--- src/rtl/cordic_req_arbiter.sv ---
`timescale 1ns/1ps
// cordic_req_arbiter: round-robin front end that shares one CORDIC calculator
// among NUM_REQ requesters, with a watchdog on hung operations.
module cordic_req_arbiter #(
  parameter int WIDTH   = 32,
  parameter int NUM_REQ = 4,
  parameter int TIMEOUT = 255
) (
  input  logic                     clk,
  input  logic                     rst,
  input  logic [NUM_REQ-1:0]       req_valid,
  input  logic [4*NUM_REQ-1:0]     req_op,
  input  logic [WIDTH*NUM_REQ-1:0] req_x,
  input  logic [WIDTH*NUM_REQ-1:0] req_y,
  input  logic [WIDTH*NUM_REQ-1:0] req_z,
  output logic [NUM_REQ-1:0]       req_ready,
  output logic [NUM_REQ-1:0]       rsp_valid,
  output logic [WIDTH-1:0]         rsp_result,
  output logic                     rsp_error,
  output logic                     busy,
  output logic                     cordic_enable,
  output logic [3:0]               cordic_operation,
  output logic [WIDTH-1:0]         cordic_x,
  output logic [WIDTH-1:0]         cordic_y,
  output logic [WIDTH-1:0]         cordic_z,
  input  logic [WIDTH-1:0]         cordic_result,
  input  logic                     cordic_done
);

  localparam int PW = (NUM_REQ > 1) ? $clog2(NUM_REQ) : 1;
  localparam int TW = (TIMEOUT > 1) ? $clog2(TIMEOUT + 1) : 1;

  typedef enum logic [1:0] {IDLE, ISSUE, WAIT, RESP} state_t;

  state_t             state;
  logic [PW-1:0]      ptr;
  logic [PW-1:0]      gnt;
  logic [PW-1:0]      win;
  logic [PW-1:0]      cand_p;
  int unsigned        cand;
  logic               any_req;
  logic [NUM_REQ-1:0] gnt_oh;
  logic [TW-1:0]      timer;
  logic [WIDTH-1:0]   result_q;
  logic               error_q;
  logic [3:0]         sel_op;
  logic [WIDTH-1:0]   sel_x;
  logic [WIDTH-1:0]   sel_y;
  logic [WIDTH-1:0]   sel_z;

  // Round-robin search: first pending request starting just above ptr.
  always_comb begin
    win     = '0;
    any_req = 1'b0;
    cand    = 0;
    cand_p  = '0;
    for (int unsigned i = 1; i <= NUM_REQ; i++) begin
      cand   = (32'(ptr) + i) % NUM_REQ;
      cand_p = PW'(cand);
      if (!any_req && req_valid[cand_p]) begin
        any_req = 1'b1;
        win     = cand_p;
      end
    end
  end

  // Operand mux for the current winner and one-hot decode of grant/winner.
  always_comb begin
    sel_op    = '0;
    sel_x     = '0;
    sel_y     = '0;
    sel_z     = '0;
    gnt_oh    = '0;
    req_ready = '0;
    for (int unsigned i = 0; i < NUM_REQ; i++) begin
      if (PW'(i) == win) begin
        sel_op = req_op[4*i +: 4];
        sel_x  = req_x[WIDTH*i +: WIDTH];
        sel_y  = req_y[WIDTH*i +: WIDTH];
        sel_z  = req_z[WIDTH*i +: WIDTH];
      end
      gnt_oh[i]    = (PW'(i) == gnt);
      req_ready[i] = (state == IDLE) && any_req && !rst && (PW'(i) == win);
    end
  end

  // Sequencer FSM with registered calculator-side and response-side outputs.
  always_ff @(posedge clk) begin
    if (rst) begin
      state            <= IDLE;
      ptr              <= PW'(NUM_REQ - 1);
      gnt              <= '0;
      timer            <= '0;
      result_q         <= '0;
      error_q          <= 1'b0;
      busy             <= 1'b0;
      cordic_enable    <= 1'b0;
      cordic_operation <= '0;
      cordic_x         <= '0;
      cordic_y         <= '0;
      cordic_z         <= '0;
      rsp_valid        <= '0;
    end else begin
      cordic_enable <= 1'b0;
      rsp_valid     <= '0;
      case (state)
        IDLE: begin
          if (any_req) begin
            gnt              <= win;
            cordic_operation <= sel_op;
            cordic_x         <= sel_x;
            cordic_y         <= sel_y;
            cordic_z         <= sel_z;
            cordic_enable    <= 1'b1;
            busy             <= 1'b1;
            state            <= ISSUE;
          end
        end
        ISSUE: begin
          timer <= '0;
          state <= WAIT;
        end
        WAIT: begin
          // done is checked first so it wins over a coincident timeout
          if (cordic_done) begin
            result_q  <= cordic_result;
            error_q   <= 1'b0;
            rsp_valid <= gnt_oh;
            state     <= RESP;
          end else if (timer >= TW'(TIMEOUT - 1)) begin
            result_q  <= '0;
            error_q   <= 1'b1;
            rsp_valid <= gnt_oh;
            state     <= RESP;
          end else if (timer != '1) begin
            timer <= timer + 1'b1;
          end
        end
        RESP: begin
          ptr   <= gnt;
          busy  <= 1'b0;
          state <= IDLE;
        end
        default: state <= IDLE;
      endcase
    end
  end

  assign rsp_result = result_q;
  assign rsp_error  = error_q;

endmodule

--- config.mk ---
export PLATFORM = sky130hd
export DESIGN_NAME = cordic_req_arbiter
export DESIGN_NICKNAME = d
export VERILOG_FILES = /design/src/rtl/cordic_req_arbiter.sv
export SDC_FILE = /design/constraint.sdc
export NUM_CORES = 1
export LEC_CHECK = 0
export CAP_MARGIN = 20
export CORE_AREA = 2 2 228 230
export CTS_CLUSTER_DIAMETER = 40
export DETAILED_ROUTE_END_ITERATION = 12
export DIE_AREA = 0 0 230 232
export GPL_ROUTABILITY_DRIVEN = 0
export PLACE_DENSITY = 0.48
export SLEW_MARGIN = 5
export SYNTH_ARGS = -nofsm -noshare
export SYNTH_HDL_FRONTEND = slang
export SYNTH_SLANG_ARGS = --single-unit
--- constraint.sdc ---
create_clock -name clk -period 1.7 [get_ports clk]
set_clock_uncertainty 0.05 [all_clocks]
set_input_delay 0.17 -clock clk [delete_from_list [all_inputs] [get_ports clk]]
set_output_delay 0.17 -clock clk [all_outputs]
set_load 0.02 [all_outputs]
==> impl_metrics.tcl <==
set metrics [dict create \
    end_kind "output port" \
    arrival_ns 2.00 \
    root_buffer "clkbuf_16" \
    clk_latency_ns 0.48 \
    power.share.clock_pct 21.3 \
    path_clk_slew_ns 0.08 \
    cp_slowest_cell "or4_4" \
    worst_slew_pin_slew_ns 0.485 \
    cts_sinks 153 \
    cts_buffers 17 \
    sw_frac_of_total_pct 40.4 \
    grt_pass1_wl_um 69400 \
    combPwrFrac_pct 51.4 \
    crit_fanout 4 \
    ctsHoldBuffers 0 \
    die_h_um 232 \
    core_sq_um 50900 \
    ir_worst_vdd_mv 0.637 \
    intPower_mw 11.4 \
    yosysSeqAreaShare_pct 36.5 \
    period_needed_ns 2.22 \
    async_flop_share_pct 0 \
    final_hold_viol_count 0 \
    vias 10414 \
    synth_area_leaders "dfxtp_1 36%, mux2i_1 13%, o211ai_1 9.0%" \
    fmaxAchievable_ghz 0.451 \
    slew_viol_final 0 \
    numPortBuffers 581 \
    max-slew-margin-rel_pct 67.3 \
    synth_nets 1432 \
    synthFlopType "dfxtp_1" \
    drive_gt1_share_pct 16.8 \
    synth.ff_latch_count 153 \
    path_depth 6 \
    drv_cap 0 \
    nNetsFinal 2078 \
    grt_max_degree 56 \
    cp_top_family "simple AND/OR/NAND/NOR gates" \
    areaGrowthSynthToFinish_pct 111 \
    routedWlPerCell_um 22.1 \
    grt_setup_unrepaired "true" \
    ys_types 41 \
    slowest_delay_ns 0.60 \
    clk_path_buf_depth 2 \
    htree_levels 4 \
    postLayoutSetupSlackWorst_ns -0.520 \
    yosys_warnings 0 \
    post-route-period-util_pct 131 \
    worstSetupStartpointType "flip-flop" \
    synth_area_sq_um 8390 \
    p_seq_share_pct 27.3 \
    die_area_sq_um 53400 \
    r2r_cells 9 \
    path_class "reg -> out" \
    initial_core_util_pct 16.5 \
    r2r_slack_ns -0.43 \
    drtIter0Drc 453 \
    ios 582 \
    synth_top_area_share_pct 36.5 \
    tritoncts "yes" \
    postLayoutCellArea_sq_um 17700 \
    cp.required_ns 1.48 \
    avgSynthCellArea_sq_um 8.51 \
    rows 83 \
    switching_power_mw 7.74 \
    yosys.area.top_type "dfxtp_1" \
    power_mw 19.2 \
    drcViolationCount 0 \
    die_w_um 230 \
    setup_viol 104 \
    grt_use_total_pct 17.8 \
    leakage_nw 7.29 \
    power.density_nw_per_um2 1080 \
    grt_overflow 0 \
    synth_edf_count 0 \
    dpl.hpwl_um 34500 \
    postPlaceCellArea_sq_um 15600 \
    grt_pass1_vias 10581 \
    setup-tns-final_ns -39.41 \
    viasPerCell 4.48 \
    first_pass_iters 5 \
    worstPathCellList "inv_2 > ha_4 > nand2_2 > or4_4 > nor2_4 > buf_6" \
    finalCoreUtilization_pct 34.8 \
    path_buf_inv 2 \
    violations "negative setup slack" \
    outcome "finished, violations left" \
    syn_inst 986 \
    drt-total-wl_um 51500 \
    hold_ws_ns 0.222 \
    hold_depth 2 \
    ant_nets 0 \
    antenna_found_initial 4 \
    hold_class "in -> reg" \
]
==> synthesized netlist by cell type, types with 2 or more instances <==
cell / number
and3_1: 2
buf_6: 11
o211ai_1: 101
nand2b_1: 3
nor2b_1: 4
a31oi_1: 2
nor3_1: 4
o31ai_1: 2
mux2i_1: 105
buf_2: 18
inv_1: 7
ha_1: 7
buf_4: 10
nor2_1: 21
nand3_1: 103
a211oi_1: 5
nor3b_1: 2
a21oi_1: 5
o21bai_1: 2
a21o_1: 99
clkbuf_1: 56
nand2_1: 112
o21ai_0: 100
xnor2_1: 5
a22o_1: 32
dfxtp_1: 153
==> metal layers <==
layer	part of all wire (%)	vias to the layer above	track usage, %
met5	0.052	-	0
met1	40	4950	20.4
met4	3.6	4	8.45
li1	-	4931	-
met2	49	460	30.1
met3	7.1	69	5.32
==> cells in the final DEF, fill, tap and decap left out, drive strengths merged, types with 5 or more instances in the layout <==
| master | n |
|---|---|
| a21o | 99 |
| mux2i | 105 |
| clkinv | 6 |
| a21oi | 5 |
| ha | 7 |
| dlygate4sd2 | 113 |
| a22o | 32 |
| o211ai | 101 |
| o21ai | 100 |
| dlymetal6s2s | 16 |
| nand3 | 103 |
| inv | 15 |
| nand2 | 112 |
| clkbuf | 30 |
| dfxtp | 153 |
| a211oi | 5 |
| xnor2 | 5 |
| nor2 | 22 |
| buf | 134 |
| clkdlybuf4s50 | 448 |
==> power by group through the flow <==
| stage | clock network (mW) | logic (mW) | registers (mW) |
|---|---|---|---|
| after floorplan | 0 | 3.01 | 6.41 |
| after global routing | 4.38 | 10.5 | 5.36 |
| final | 4.08 | 9.84 | 5.24 |
| after CTS | 4.25 | 9.35 | 5.25 |
| after detailed placement | 0 | 8.94 | 5.33 |
| after global placement | 0 | 8.92 | 5.31 |
==> state kept, by name, indices dropped and copies added, names as in the netlist <==
name and count:
cordic_x 32, cordic_y 32, cordic_z 32, rsp_result 32, timer 8, cordic_operation 4
rsp_valid 4, gnt 2, ptr 2, state 2, busy 1, cordic_enable 1
rsp_error 1
==> final cells by class <==
class	count	area, sq um
diodes	1	2.50
clock buffers	18	439
clock inverters	14	175
fillers	5249	33200
inverters	7	26.3
multi-input cells	730	5430
flip-flops and latches	153	3070
well taps	680	851
repair buffers	723	7700
==> worst reg2reg max path: cells and delay by family (launching register included) <==
kind / cells / cell delay [ns]
AND/OR/NAND/NOR: 2 / 0.65
adder cells (fa/ha/maj): 1 / 0.13
AO/OA/AOI/OAI: 2 / 0.29
flip-flops: 1 / 0.33
buffers and inverters: 4 / 0.62
==> final timing paths <==
kind                     start             end
min          cordic_result[17]  rsp_result[17]
min reg2reg     rsp_result[27]  rsp_result[27]
max reg2reg           state[1]    cordic_x[28]
max                   state[1]    req_ready[2]
==> stage by stage <==
stage	cells	worst slack (ns)
6_report	2326	-0.520
3_5_place_dp	2244	-0.985
3_3_place_gp	2244	-0.942
5_1_grt	2326	-0.626
2_1_floorplan	986	-0.0455
4_1_cts	2305	-0.620
==> kinds of logic after synthesis <==
logic type	share of synthesized area, %
buffers and inverters	6.31
muxes	12.5
xor gates and xnor gates	0.522
AOI/OAI and AO/OA	29.1
DFF	36.5
and+or+nand+nor	14.0
adders and majority gates	1.04
==> what timing repair did <==
action / in CTS / in global routing
gates cloned: 16 / 15
endpoints found under the setup margin: 254 / 143
pin swaps: 18 / 87
hold endpoints to repair: 0 / 0
buffers inserted: 14 / 17
gates resized for setup: 218 / 133
Note: power is estimated with default switching activity, not from simulation.
